===== src/rtl/rsa_modexp_unit.sv =====
// Modular exponentiator (plain_text^exp_e mod mod_n): left-to-right square-and-multiply
// over a bit-serial interleaved modular multiplier, fixed 2*WIDTH*WIDTH+1 edge latency.
module rsa_modexp_unit #(
   parameter int WIDTH = 8
) (
   input  logic             clk,
   input  logic             rstb,
   input  logic             en_rsa,
   input  logic             rst_rsa,
   input  logic [WIDTH-1:0] plain_text,
   input  logic [WIDTH-1:0] exp_e,
   input  logic [WIDTH-1:0] mod_n,
   output logic             eoc_rsa_unit,
   output logic [WIDTH-1:0] cipher_text,
   output logic             err,
   output logic             busy
);
   localparam int IW = (WIDTH > 1) ? $clog2(WIDTH) : 1;
   localparam logic [IW-1:0] TOP = IW'(WIDTH - 1);

   typedef enum logic [1:0] {IDLE, SQUARE, MULT, DONE} state_t;
   typedef struct packed {
      logic [WIDTH-1:0] m;
      logic [WIDTH-1:0] e;
      logic [WIDTH-1:0] n;
   } opnd_t;

   state_t           state_q, state_d;
   opnd_t            op_q, op_d;
   logic [WIDTH-1:0] r_q, r_d, p_q, p_d;
   logic [IW-1:0]    i_q, i_d, j_q, j_d;
   logic             err_q, err_d;

   logic [WIDTH-1:0] b_op, mm_res;
   logic [WIDTH+1:0] t_sum, t_1, t_2, n_ext;

   // One interleaved multiply step: A is always R, B is R (square) or M (multiply).
   // P<N and R<N keep T below 3N, so two conditional subtractions fully reduce it.
   always_comb begin
      b_op   = (state_q == MULT) ? op_q.m : r_q;
      n_ext  = {2'b00, op_q.n};
      t_sum  = {1'b0, p_q, 1'b0} + (b_op[j_q] ? {2'b00, r_q} : '0);
      t_1    = (t_sum >= n_ext) ? t_sum - n_ext : t_sum;
      t_2    = (t_1 >= n_ext) ? t_1 - n_ext : t_1;
      mm_res = t_2[WIDTH-1:0];
   end

   always_comb begin
      state_d = state_q;
      op_d    = op_q;
      r_d     = r_q;
      p_d     = p_q;
      i_d     = i_q;
      j_d     = j_q;
      err_d   = err_q;
      if (en_rsa) begin
         case (state_q)
            IDLE: begin
               op_d = '{m: plain_text, e: exp_e, n: mod_n};
               if (mod_n < WIDTH'(2) || plain_text >= mod_n) begin
                  r_d     = '0;
                  err_d   = 1'b1;
                  state_d = DONE;
               end else begin
                  r_d     = WIDTH'(1);
                  p_d     = '0;
                  i_d     = TOP;
                  j_d     = TOP;
                  state_d = SQUARE;
               end
            end
            SQUARE: begin
               if (j_q == '0) begin
                  r_d     = mm_res;
                  p_d     = '0;
                  j_d     = TOP;
                  state_d = MULT;
               end else begin
                  p_d = mm_res;
                  j_d = j_q - 1'b1;
               end
            end
            MULT: begin
               if (j_q == '0) begin
                  // Multiply always runs; the exponent bit only selects whether it is kept.
                  r_d = op_q.e[i_q] ? mm_res : r_q;
                  if (i_q == '0) begin
                     state_d = DONE;
                  end else begin
                     i_d     = i_q - 1'b1;
                     p_d     = '0;
                     j_d     = TOP;
                     state_d = SQUARE;
                  end
               end else begin
                  p_d = mm_res;
                  j_d = j_q - 1'b1;
               end
            end
            default: ;
         endcase
      end
   end

   always_ff @(posedge clk or negedge rstb) begin
      if (!rstb) begin
         state_q <= IDLE;
         op_q    <= '0;
         r_q     <= '0;
         p_q     <= '0;
         i_q     <= '0;
         j_q     <= '0;
         err_q   <= 1'b0;
      end else if (!rst_rsa) begin
         state_q <= IDLE;
         op_q    <= '0;
         r_q     <= '0;
         p_q     <= '0;
         i_q     <= '0;
         j_q     <= '0;
         err_q   <= 1'b0;
      end else begin
         state_q <= state_d;
         op_q    <= op_d;
         r_q     <= r_d;
         p_q     <= p_d;
         i_q     <= i_d;
         j_q     <= j_d;
         err_q   <= err_d;
      end
   end

   assign eoc_rsa_unit = (state_q == DONE);
   assign cipher_text  = eoc_rsa_unit ? r_q : '0;
   assign err          = eoc_rsa_unit & err_q;
   assign busy         = (state_q == SQUARE) || (state_q == MULT);
endmodule


===== config.mk =====
export PLATFORM = sky130hd
export DESIGN_NAME = rsa_modexp_unit
export DESIGN_NICKNAME = d
export VERILOG_FILES = /design/src/rtl/rsa_modexp_unit.sv
export SDC_FILE = /design/constraint.sdc
export NUM_CORES = 1
export LEC_CHECK = 0
export ABC_AREA = 1
export CAP_MARGIN = 15
export CORE_MARGIN = 5
export CORE_UTILIZATION = 58
export DETAILED_ROUTE_END_ITERATION = 8
export PLACE_DENSITY = 0.81
export SYNTH_ARGS = -nofsm -noshare
export SYNTH_HDL_FRONTEND = slang
export SYNTH_SLANG_ARGS = --single-unit

===== constraint.sdc =====
create_clock -name clk -period 6 [get_ports clk]
set_clock_uncertainty 0.1 [all_clocks]
set_input_delay 1.2 -clock clk [delete_from_list [all_inputs] [get_ports clk]]
set_output_delay 1.2 -clock clk [all_outputs]
set_load 0.02 [all_outputs]

* Yosys cells after proc, flatten, opt, wreduce, memory -nomap -nowiden
Index checks and enable logic that the tools add are counted.
** Storage, ports and cells
- Output and inout port bits :: 11
- Register bits :: 49
- Bits of input ports :: 28
** Cells by class
- Magnitude comparators :: 6
- Bitwise gates (word level) :: 1
- Equal/unequal tests :: 14
- $add $sub $neg :: 5
- Muxes and demuxes :: 49
- Reductions and logical operators :: 11
** Operator list (number)
- two-way mux 8 bit :: 15
- two-way mux 24 bit :: 3
- case mux 8 bit (3 select lines) :: 2
- two-way mux 3 bit :: 10
- greater-or-equal comparator 10 x 8 -> 1 bit :: 2
- two-way mux 2 bit :: 6
- adder 9 x 8 -> 10 bit :: 1
- two-way mux 10 bit :: 1
- AND reduction 5 bit :: 2
- subtractor 10 x 8 -> 10 bit :: 1
- != test 3 bit, second input constant :: 3
- case mux 3 bit (3 select lines) :: 1
- greater-or-equal comparator 8 bit :: 1
- < comparator 3 x 4 -> 1 bit, second input constant :: 2
- < comparator 8 x 2 -> 1 bit, second input constant :: 1
- AND reduction 4 bit :: 2
- subtractor 8 bit :: 1
- two-way mux 1 bit :: 7
- binary-select mux 1 bit (select 3 bit) :: 2
- zero test 3 bit :: 2
- != test 3 x 2 -> 1 bit, second input constant :: 2
- case mux 2 bit (3 select lines) :: 1
- case mux 3 bit (2 select lines) :: 1
- subtractor 3 x 1 -> 3 bit, second input constant :: 2
- other kinds (12) :: 15

* Depth between registers and ports, before layout
Gate-level depths: netlist of run 1.
- Depth after elaboration :: 15
- Mapped depth :: 44
- Depth with buffers taken out :: 44

* Worst setup path before layout of run 1
Ideal clock, no wire load.
- Path type :: flip-flop to flip-flop
- Start :: register state_q[0]
- End :: register r_q[0]
- Setup time :: 0.065 ns
- Slack :: 0.622 ns
- Required time :: 5.835 ns
- Data arrival time :: 5.213 ns
- Cell stages (with the launch flop) :: 44
- Cells stage by stage :: dfrtp_1 -> inv_1 -> ha_1 -> buf_2 -> a21oi_1 -> o21ai_0 -> nand3_1 -> nand3_1 -> nand2_1 -> nor2_1 -> ha_1 -> inv_1 -> fa_1 -> nand3b_1 -> nand2_2 -> a21oi_1 -> xnor2_1 -> ha_1 -> (+8 left out) -> o21ai_2 -> inv_1 -> fa_1 -> inv_1 -> nand2_1 -> nand2_1 -> nand3_1 -> nand2_1 -> nand2_1 -> nand2_1 -> nand3b_1 -> nor2_4 -> nand2_4 -> nand2_2 -> nand3_2 -> nand2_1 -> nand2_1 -> nand2_1
** Between the ends
- Cells in the longest elaborated chain, start to end :: 15
** RTL lines
- start: declaration :: RTL line 28 : state_t state_q, state_d;
- start signal: assignment :: RTL line 123 : state_q <= state_d;
- equality test 2 bit :: RTL line 40, 57
- two-way mux 8 bit :: RTL line 40 : b_op = (state_q == MULT) ? op_q.m : r_q;
- binary-select mux 1 bit (select 3 bit) :: RTL line 42 : t_sum = {1'b0, p_q, 1'b0} + (b_op[j_q] ? {2'b00, r_q} : '0);
- two-way mux 1 bit (implied by the code) :: RTL line 42
- two-way mux 8 bit :: RTL line 42
- adder 9 x 8 -> 10 bit :: RTL line 42
- subtractor 10 x 8 -> 10 bit / greater-or-equal comparator 10 x 8 -> 1 bit (equally long branches) :: RTL line 43 : t_1 = (t_sum >= n_ext) ? t_sum - n_ext : t_sum;
- two-way mux 10 bit :: RTL line 43
- subtractor 8 bit / greater-or-equal comparator 10 x 8 -> 1 bit (equally long branches) :: RTL line 44 : t_2 = (t_1 >= n_ext) ? t_1 - n_ext : t_1;
- two-way mux 8 bit :: RTL line 44
- two-way mux 8 bit :: RTL line 86 : r_d = op_q.e[i_q] ? mm_res : r_q;
- two-way mux 8 bit :: RTL line 84 : if (j_q == '0) begin
- case mux 8 bit (3 select lines) :: RTL line 57 : case (state_q)
- two-way mux 8 bit :: RTL line 56 : if (en_rsa) begin
- two-way mux 8 bit :: RTL line 114 : end else if (!rst_rsa) begin
- end signal: assignment :: RTL line 125 : r_q <= r_d;
- end: declaration :: RTL line 30 : logic [WIDTH-1:0] r_q, r_d, p_q, p_d;
Several ways; a longest one is shown, not always the timed one. The select of a mux whose other input is x is not followed.
A chain may end at the register's enable or synchronous reset.

* Worst setup path after layout of run 1
- Start :: register state_q[0]
- End :: register r_q[5]
Same word-level chain as after synthesis.

==> results of run 1 <==
==> area by class of cell <==
class / count / area share (%)
clock buffer: 6 / 1.68
clock inverter: 2 / 0.279
inverter: 108 / 8.36
multi-input combinational: 395 / 52.0
sequential: 49 / 24.9
tap: 96 / 2.44
timing repair buffer: 53 / 10.3
==> through the flow <==
step	setup slack (ns)	util, %	instance area [um2]	TNS, ns	cells
after global routing	-0.0595	72.5	4930	-0.455	709
final	0.310	72.5	4930	0	709
after detailed placement	-0.205	67.1	4560	-2.55	693
after CTS	0.0407	68.8	4670	0	701
after global placement	0.111	67.1	4560	0	693
after floorplan	0.622	-	4060	0	563
==> worst max-delay path, delay by kind of cell (launching register included) <==
family,cells,cell delay [ns]
adder cells (fa/ha/maj),6,1.51
AO/OA/AOI/OAI,2,0.18
flip-flops,1,0.41
AND/OR/NAND/NOR,25,2.33
buffers and inverters,8,0.74
XOR/XNOR,1,0.28
==> path summary, 6_finish.rpt <==
path	from	end	slack [ns]	depth (start not counted)
worst min register to register	err_q$_DFFE_PN0P_	err_q$_DFFE_PN0P_	0.40	1
min in group asynchronous	rstb	op_q[8]$_DFFE_PN0P_	0.76	1
worst max-delay path	state_q[0]$_DFFE_PN0P_	r_q[5]$_DFFE_PN0P_	0.31	42
max in group asynchronous	rstb	op_q[20]$_DFFE_PN0P_	4.50	2
worst min-delay path	err_q$_DFFE_PN0P_	err_q$_DFFE_PN0P_	0.40	1
worst max register to register	state_q[0]$_DFFE_PN0P_	r_q[5]$_DFFE_PN0P_	0.31	42
==> synth_stat cells (all sizes together) (2+ instances only) <==
master	number	area (um2)
a21oi	27	146
inv	107	402
o22ai	11	75.1
nand4	11	68.8
clkbuf	6	22.5
xor2	9	78.8
ha	39	488
nor3	4	20.0
xnor2	8	70.1
buf	5	30.0
a31oi	3	18.8
o311ai	2	17.5
o31ai	2	15.0
nand2	132	531
nor2	22	95.1
nand3	60	325
nand3b	3	22.5
fa	3	60.1
dfrtp	49	1230
o21ai	52	290
==> layer usage <==
| metal | wire length (um) | vias to the layer above | track usage [%] |
|---|---|---|---|
| met5 | 0 | - | 0 |
| met2 | 5010 | 169 | 39.1 |
| li1 | - | 1941 | - |
| met4 | 208 | 0 | 6.38 |
| met1 | 4940 | 1870 | 35.6 |
| met3 | 748 | 24 | 3.21 |
==> timing repair <==
item	4_1_cts	5_1_grt
resized for setup	3	43
endpoints found under the setup margin	16	16
pin swaps	0	11
setup buffers	0	7
==> kinds of logic after synthesis <==
family / count (synthesis) / synth area share (%)
compound gates: 103 / 15.1
xor+xnor: 17 / 3.67
fa+ha+maj: 42 / 13.5
buf+inv: 119 / 11.3
flops: 49 / 30.2
simple gates: 233 / 26.3
==> state kept, by name (all words and copies together) (netlist names) <==
name     flops
op_q        16
n_ext        8
p_q          8
r_q          8
i_q          3
j_q          3
state_q      2
err_q        1
==> results.yml, run 1 <==
outcome:
  outcome: "completed"
die:
  io_pins: 39
  dieHeight_um: 93.7
  die_area_mm2: 0.00878
  start_util_pct: 59.8
  core_area_mm2: 0.00679
  rows: 30
  die_w_um: 93.7
cells_and_area:
  multi_input_area_mm2: 0.00256
  layout_common_cells: "117 x nand2_1, 104 x inv_1, 49 x nand3_1, 49 x dfrtp_1, 37 x clkdlybuf4s50_1"
  final_common_cell: "nand2_1"
  nets: 682
  drive_above_1_share_pct: 14.2
  n_fill_cell: 558
  register_area_mm2: 0.00123
  num_antenna_cells: 0
  area_growth_pct: 21.3
timing:
  worst_pin_slew_ns: 0.654
  holdWs_ns: 0.405
  slew_headroom_pct: 56.3
  slew_violations: 0
  setup_viol: 0
  final_hold_viol_count: 0
  max_freq_mhz: 176
  finalCritPeriodShare_pct: 94.8
  fin_crit_ns: 5.69
critical_path:
  cp_common_cell: "nand2_1"
  required_ns: 6.09
  cpMaxStageDelayCell: "dfrtp_1"
  crit_path_end_kind: "register"
  cp_max_fo: 8
  crit_type: "reg2reg"
  cp.arrival_ns: 5.78
  cp-start-kind: "register"
  cp_slowest_stage_delay_ns: 0.41
global_route:
  track_usage_pct: 24.7
  grt_first_pass_wirelength_mm: 17.3
  grt_max_degree: 50
  grt.overflow.total: 0
  antenna_found_initial: 0
  grt_pass1_vias: 3606
cts:
  clkLatencyLatePin_ns: 0.30
  clock_sinks: 49
  cts_root_buffer: "clkbuf_8"
  path_clk_slew_ns: 0.10
  clock_path_buffers: 2
  cts_tree: "done"
  numCtsBuffers: 5
  hold_buffers: 0
  h-tree-depth: 2
synthesis:
  syn_area_mm2: 0.00406
  yosysWarnings: 0
  synth_edf_count: 0
  yosys_register_bits: 49
  synth_cells: 563
  ys_seq_area_share_pct: 30.2
  ys_types: 40
  async_flop_share_pct: 100
  synthFlopType: "dfrtp_1"
  syn_avg_cell_area_um2: 7.22
  synth_nets: 633
drt:
  routed_wl_mm: 10.9
  wire_per_inst_um: 15.4
  ant_nets: 0
  vias: 4004
  drt_first_iter_violations: 299
  drc: 0
  firstDrtPassIters: 5
  viasPerCell: 5.65
placed_design:
  port_buffers: 38
  dp_hpwl_mm: 8.49
  routabilityCongestion: 0.922
run:
  drv_cap: 0
hold_path:
  hold_path_class: "reg2reg"
Power of run 1 is not shown: default switching activity piles up to over one toggle a cycle in this logic, so the estimate is an artifact.
==> inputs of run 2 (changes only) <==
ABC_CLOCK_PERIOD_IN_PS = 6000   (was default)
SLEW_MARGIN = 20   (was default)
TNS_END_PERCENT = 1   (was default)
==> results.yml, run 2 (same netlist as run 1, synthesis figures left out) <==
global_route:
  grt_max_degree: 50
  track_usage_pct: 24.7
  grt_first_pass_wirelength_mm: 17.3
  antenna_found_initial: 0
  grt.overflow.total: 0
  grt_pass1_vias: 3606
cells_and_area:
  layout_common_cells: "117 x nand2_1, 104 x inv_1, 49 x nand3_1, 49 x dfrtp_1, 37 x clkdlybuf4s50_1"
  top_register: "op_q"
  final_common_cell: "nand2_1"
  fin_util_pct: 72.2
  area_growth_pct: 20.8
  drive_above_1_share_pct: 14.1
  num_antenna_cells: 0
  nets: 681
  stdcell_count: 708
  largest_reg_flops: 16
  fin_area_mm2: 0.00491
critical_path:
  cp_max_fo: 8
  required_ns: 6.09
  cp-start-kind: "register"
  cp_common_cell: "nand2_1"
  crit_path_end_kind: "register"
  cp.arrival_ns: 5.76
  crit_path_start: "state_q[0]$_DFFE_PN0P_"
  reg2reg_from: "state_q[0]$_DFFE_PN0P_"
  crit_type: "reg2reg"
  reg2reg_depth: 42
  cpMaxStageDelayCell: "dfrtp_1"
  cp_slowest_stage_delay_ns: 0.41
drt:
  drc: 0
  wire_per_inst_um: 15.3
  wl_met2_mm: 4.99
  dr.max_layer_used: "met4"
  m1WireLength_mm: 4.87
  drt_first_iter_violations: 297
  vias: 3960
  ant_nets: 0
  wl_met3_um: 809
  firstDrtPassIters: 5
  viasPerCell: 5.59
  routed_wl_mm: 10.9
cts:
  cts_root_buffer: "clkbuf_8"
  clock_sinks: 49
  clkLatencyLatePin_ns: 0.30
  numCtsBuffers: 5
  clock_path_buffers: 2
  h-tree-depth: 2
  path_clk_slew_ns: 0.10
  cts_tree: "done"
placed_design:
  placed_area_mm2: 0.00456
  dp_hpwl_mm: 8.49
  dp_cells: 693
  port_buffers: 38
  routabilityCongestion: 0.922
timing:
  worst_pin_slew_ns: 0.643
  max_freq_mhz: 176
  setup_viol: 0
  fin_crit_ns: 5.68
  slew_violations: 0
  finalCritPeriodShare_pct: 94.6
  slew_headroom_pct: 57.0
  final_hold_viol_count: 0
die:
  core_area_mm2: 0.00679
  start_util_pct: 59.8
  io_pins: 39
  rows: 30
  die_w_um: 93.7
  dieHeight_um: 93.7
  die_area_mm2: 0.00878
outcome:
  outcome: "completed"
run:
  drv_cap: 0
hold_path:
  hold_path_class: "reg2reg"
  hold_depth: 1
  hold_start: "err_q$_DFFE_PN0P_"
run 2: cell types whose count changed in the layout (fill, tap and decap cells not counted), sizes merged:
cell / previous run / this run
buf: 16 / 15
run 2: layout make-up:
class / instances / area (um2)
flip-flops and latches: 49 / 1230
clock inverters: 2 / 13.8
clock buffers: 6 / 82.6
fillers: 560 / 1890
multi-input cells: 395 / 2560
repair buffers: 52 / 490
inverters: 108 / 412
well taps: 96 / 120
run 2: final timing paths:
path / endpoint / slack (ns)
worst max-delay path: r_q[5]$_DFFE_PN0P_ / 0.32
worst min-delay path: err_q$_DFFE_PN0P_ / 0.40
worst max register to register: r_q[5]$_DFFE_PN0P_ / 0.32
worst min register to register: err_q$_DFFE_PN0P_ / 0.40
max in group asynchronous: n_ext[5]$_DFFE_PN0P_ / 4.57
min in group asynchronous: op_q[8]$_DFFE_PN0P_ / 0.80
run 2: worst max-delay path, delay by kind of cell (launching register included):
| family | cells | cell delay (ns) |
|---|---|---|
| simple gates | 25 | 2.35 |
| fa+ha+maj | 6 | 1.51 |
| buf+inv | 8 | 0.73 |
| flops | 1 | 0.41 |
| xor+xnor | 1 | 0.28 |
| compound gates | 2 | 0.18 |
run 2: repair_timing:
item / in CTS / in global routing
setup endpoints to repair: 16 / 16
gates resized for setup: 3 / 43
pin swaps: 0 / 11
hold buffers: 0 / 0
buffers inserted: 0 / 7
run 2: through the flow:
step	hold WS, ns	TNS (ns)	setup WS [ns]
6_report	0.404	0	0.324
5_1_grt	0.441	-0.455	-0.0595
4_1_cts	0.405	0	0.0407
3_5_place_dp	0.384	-2.55	-0.205
3_3_place_gp	0.377	0	0.111
2_1_floorplan	0.356	0	0.622
run 2: metal layers:
metal	vias to the layer above	GRT usage (%)
li1	1935	-
met1	1832	35.6
met2	172	39.1
met3	21	3.21
met4	0	6.38
met5	-	0
Power of run 2 is left out for the same reason.
==> inputs of run 3 (changes only) <==
REMOVE_ABC_BUFFERS = 1   (was default)
SLEW_MARGIN = default   (was 20)
==> results.yml, run 3 (same netlist as run 1, synthesis figures left out) <==
outcome:
  outcome: "completed"
cts:
  cts_root_buffer: "clkbuf_8"
  cts_tree: "done"
  clkLatencyLatePin_ns: 0.31
  hold_buffers: 0
  clock_sinks: 49
  h-tree-depth: 2
  numCtsBuffers: 5
  clock_path_buffers: 2
  path_clk_slew_ns: 0.09
drt:
  drc: 0
  wire_per_inst_um: 15.1
  viasPerCell: 5.58
  firstDrtPassIters: 5
  drt_first_iter_violations: 266
  routed_wl_mm: 10.8
  vias: 3988
  ant_nets: 0
timing:
  fin_crit_ns: 5.80
  finalCritPeriodShare_pct: 96.7
  worst_pin_slew_ns: 0.694
  slew_violations: 0
  slew_headroom_pct: 53.6
  final_hold_viol_count: 0
  setup_viol: 0
  max_freq_mhz: 172
  setup_tns_ns: 0
cells_and_area:
  num_antenna_cells: 0
  area_growth_pct: 21.3
  drive_above_1_share_pct: 13.9
  stdcell_count: 715
  fin_util_pct: 72.5
  n_fill_cell: 535
  largest_reg_flops: 16
  final_common_cell: "nand2_1"
  layout_common_cells: "117 x nand2_1, 103 x inv_1, 51 x nand3_1"
  top_register: "op_q"
  nets: 688
placed_design:
  dp_hpwl_mm: 8.34
  routabilityCongestion: 0.980
  port_buffers: 38
  dp_cells: 692
global_route:
  antenna_found_initial: 0
  track_usage_pct: 25.1
  grt.overflow.total: 0
  grt_max_degree: 50
  grt_first_pass_wirelength_mm: 17.6
  grt_pass1_vias: 3591
die:
  io_pins: 39
  die_w_um: 93.7
  dieHeight_um: 93.7
  start_util_pct: 59.8
  rows: 30
  die_area_mm2: 0.00878
  core_area_mm2: 0.00679
hold_path:
  hold_path_class: "reg2reg"
  hold_start: "p_q[2]$_DFFE_PN0P_"
  hold_depth: 2
  min_to: "p_q[2]$_DFFE_PN0P_"
critical_path:
  cp_max_fo: 8
  crit_path_end_kind: "register"
  cp_common_cell: "nand2_1"
  required_ns: 6.10
  cp_slowest_stage_delay_ns: 0.40
  ff2ff_setup_slack_ns: 0.20
  cp-start-kind: "register"
  reg2reg_from: "state_q[0]$_DFFE_PN0P_"
  r2r-end: "r_q[4]$_DFFE_PN0P_"
  cpMaxStageDelayCell: "dfrtp_1"
  reg2reg_depth: 40
  cp.arrival_ns: 5.90
  crit_type: "reg2reg"
run:
  drv_cap: 0
run 3: cell count changes in the layout (fill, tap and decap cells not counted), sizes merged:
cell,previous run,this run
buf,15,21
clkbuf,6,7
bufinv,0,1
clkinv,2,1
run 3: area by class of cell:
| type | instances | area [um2] | share of cell area [%] |
|---|---|---|---|
| multi-input cells | 395 | 2510 | 51.0 |
| flip-flops and latches | 49 | 1230 | 24.9 |
| repair buffers | 59 | 543 | 11.0 |
| inverters | 108 | 412 | 8.35 |
| well taps | 96 | 120 | 2.44 |
| clock buffers | 6 | 72.6 | 1.47 |
| clock inverters | 2 | 38.8 | 0.787 |
run 3: how the worst max path moves through the flow:
| stage | slack [ns] | startpoint | cells after the start | to |
|---|---|---|---|---|
| final | 0.20 | state_q[0]$_DFFE_PN0P_ | 40 | r_q[4]$_DFFE_PN0P_ |
| after global routing | -0.14 | state_q[0]$_DFFE_PN0P_ | 41 | r_q[3]$_DFFE_PN0P_ |
| after CTS | 0.009 | state_q[0]$_DFFE_PN0P_ | 41 | p_q[4]$_DFFE_PN0P_ |
| after detailed placement | -0.16 | state_q[0]$_DFFE_PN0P_ | 40 | p_q[4]$_DFFE_PN0P_ |
| after global placement | 0.14 | state_q[0]$_DFFE_PN0P_ | 38 | r_q[6]$_DFFE_PN0P_ |
| after floorplan | 0.41 | state_q[0]$_DFFE_PN0P_ | 42 | r_q[0]$_DFFE_PN0P_ |
run 3: metal layers:
metal  vias to the layer above  share of wire [%]  GRT usage [%]
met2                       155                 45           38.9
met3                        29                6.0           3.53
met4                         0                2.6           6.62
met5                         -                  0              0
li1                       1952                  -              -
met1                      1852                 46           36.7
run 3: stage by stage:
step / setup WS, ns / hold slack (ns) / instance area, um2
6_report: 0.197 / 0.407 / 4930
5_1_grt: -0.145 / 0.428 / 4930
4_1_cts: 0.00886 / 0.404 / 4680
3_5_place_dp: -0.164 / 0.381 / 4550
3_3_place_gp: 0.138 / 0.377 / 4550
2_1_floorplan: 0.415 / 0.356 / 4010
run 3: repair_timing:
action | 4_1_cts | 5_1_grt
gates resized for setup | 3 | 33
buffers inserted | 0 | 14
pin swaps | 0 | 7
setup endpoints to repair | 16 | 16
run 3: worst max-delay path, delay by kind of cell (launching register included):
family | cells | cell delay (ns)
adders and majority gates | 6 | 1.63
and+or+nand+nor | 22 | 2.20
buffers and inverters | 8 | 0.79
xor gates and xnor gates | 1 | 0.27
DFF | 1 | 0.40
AOI/OAI and AO/OA | 3 | 0.31
Power of run 3 is left out for the same reason.
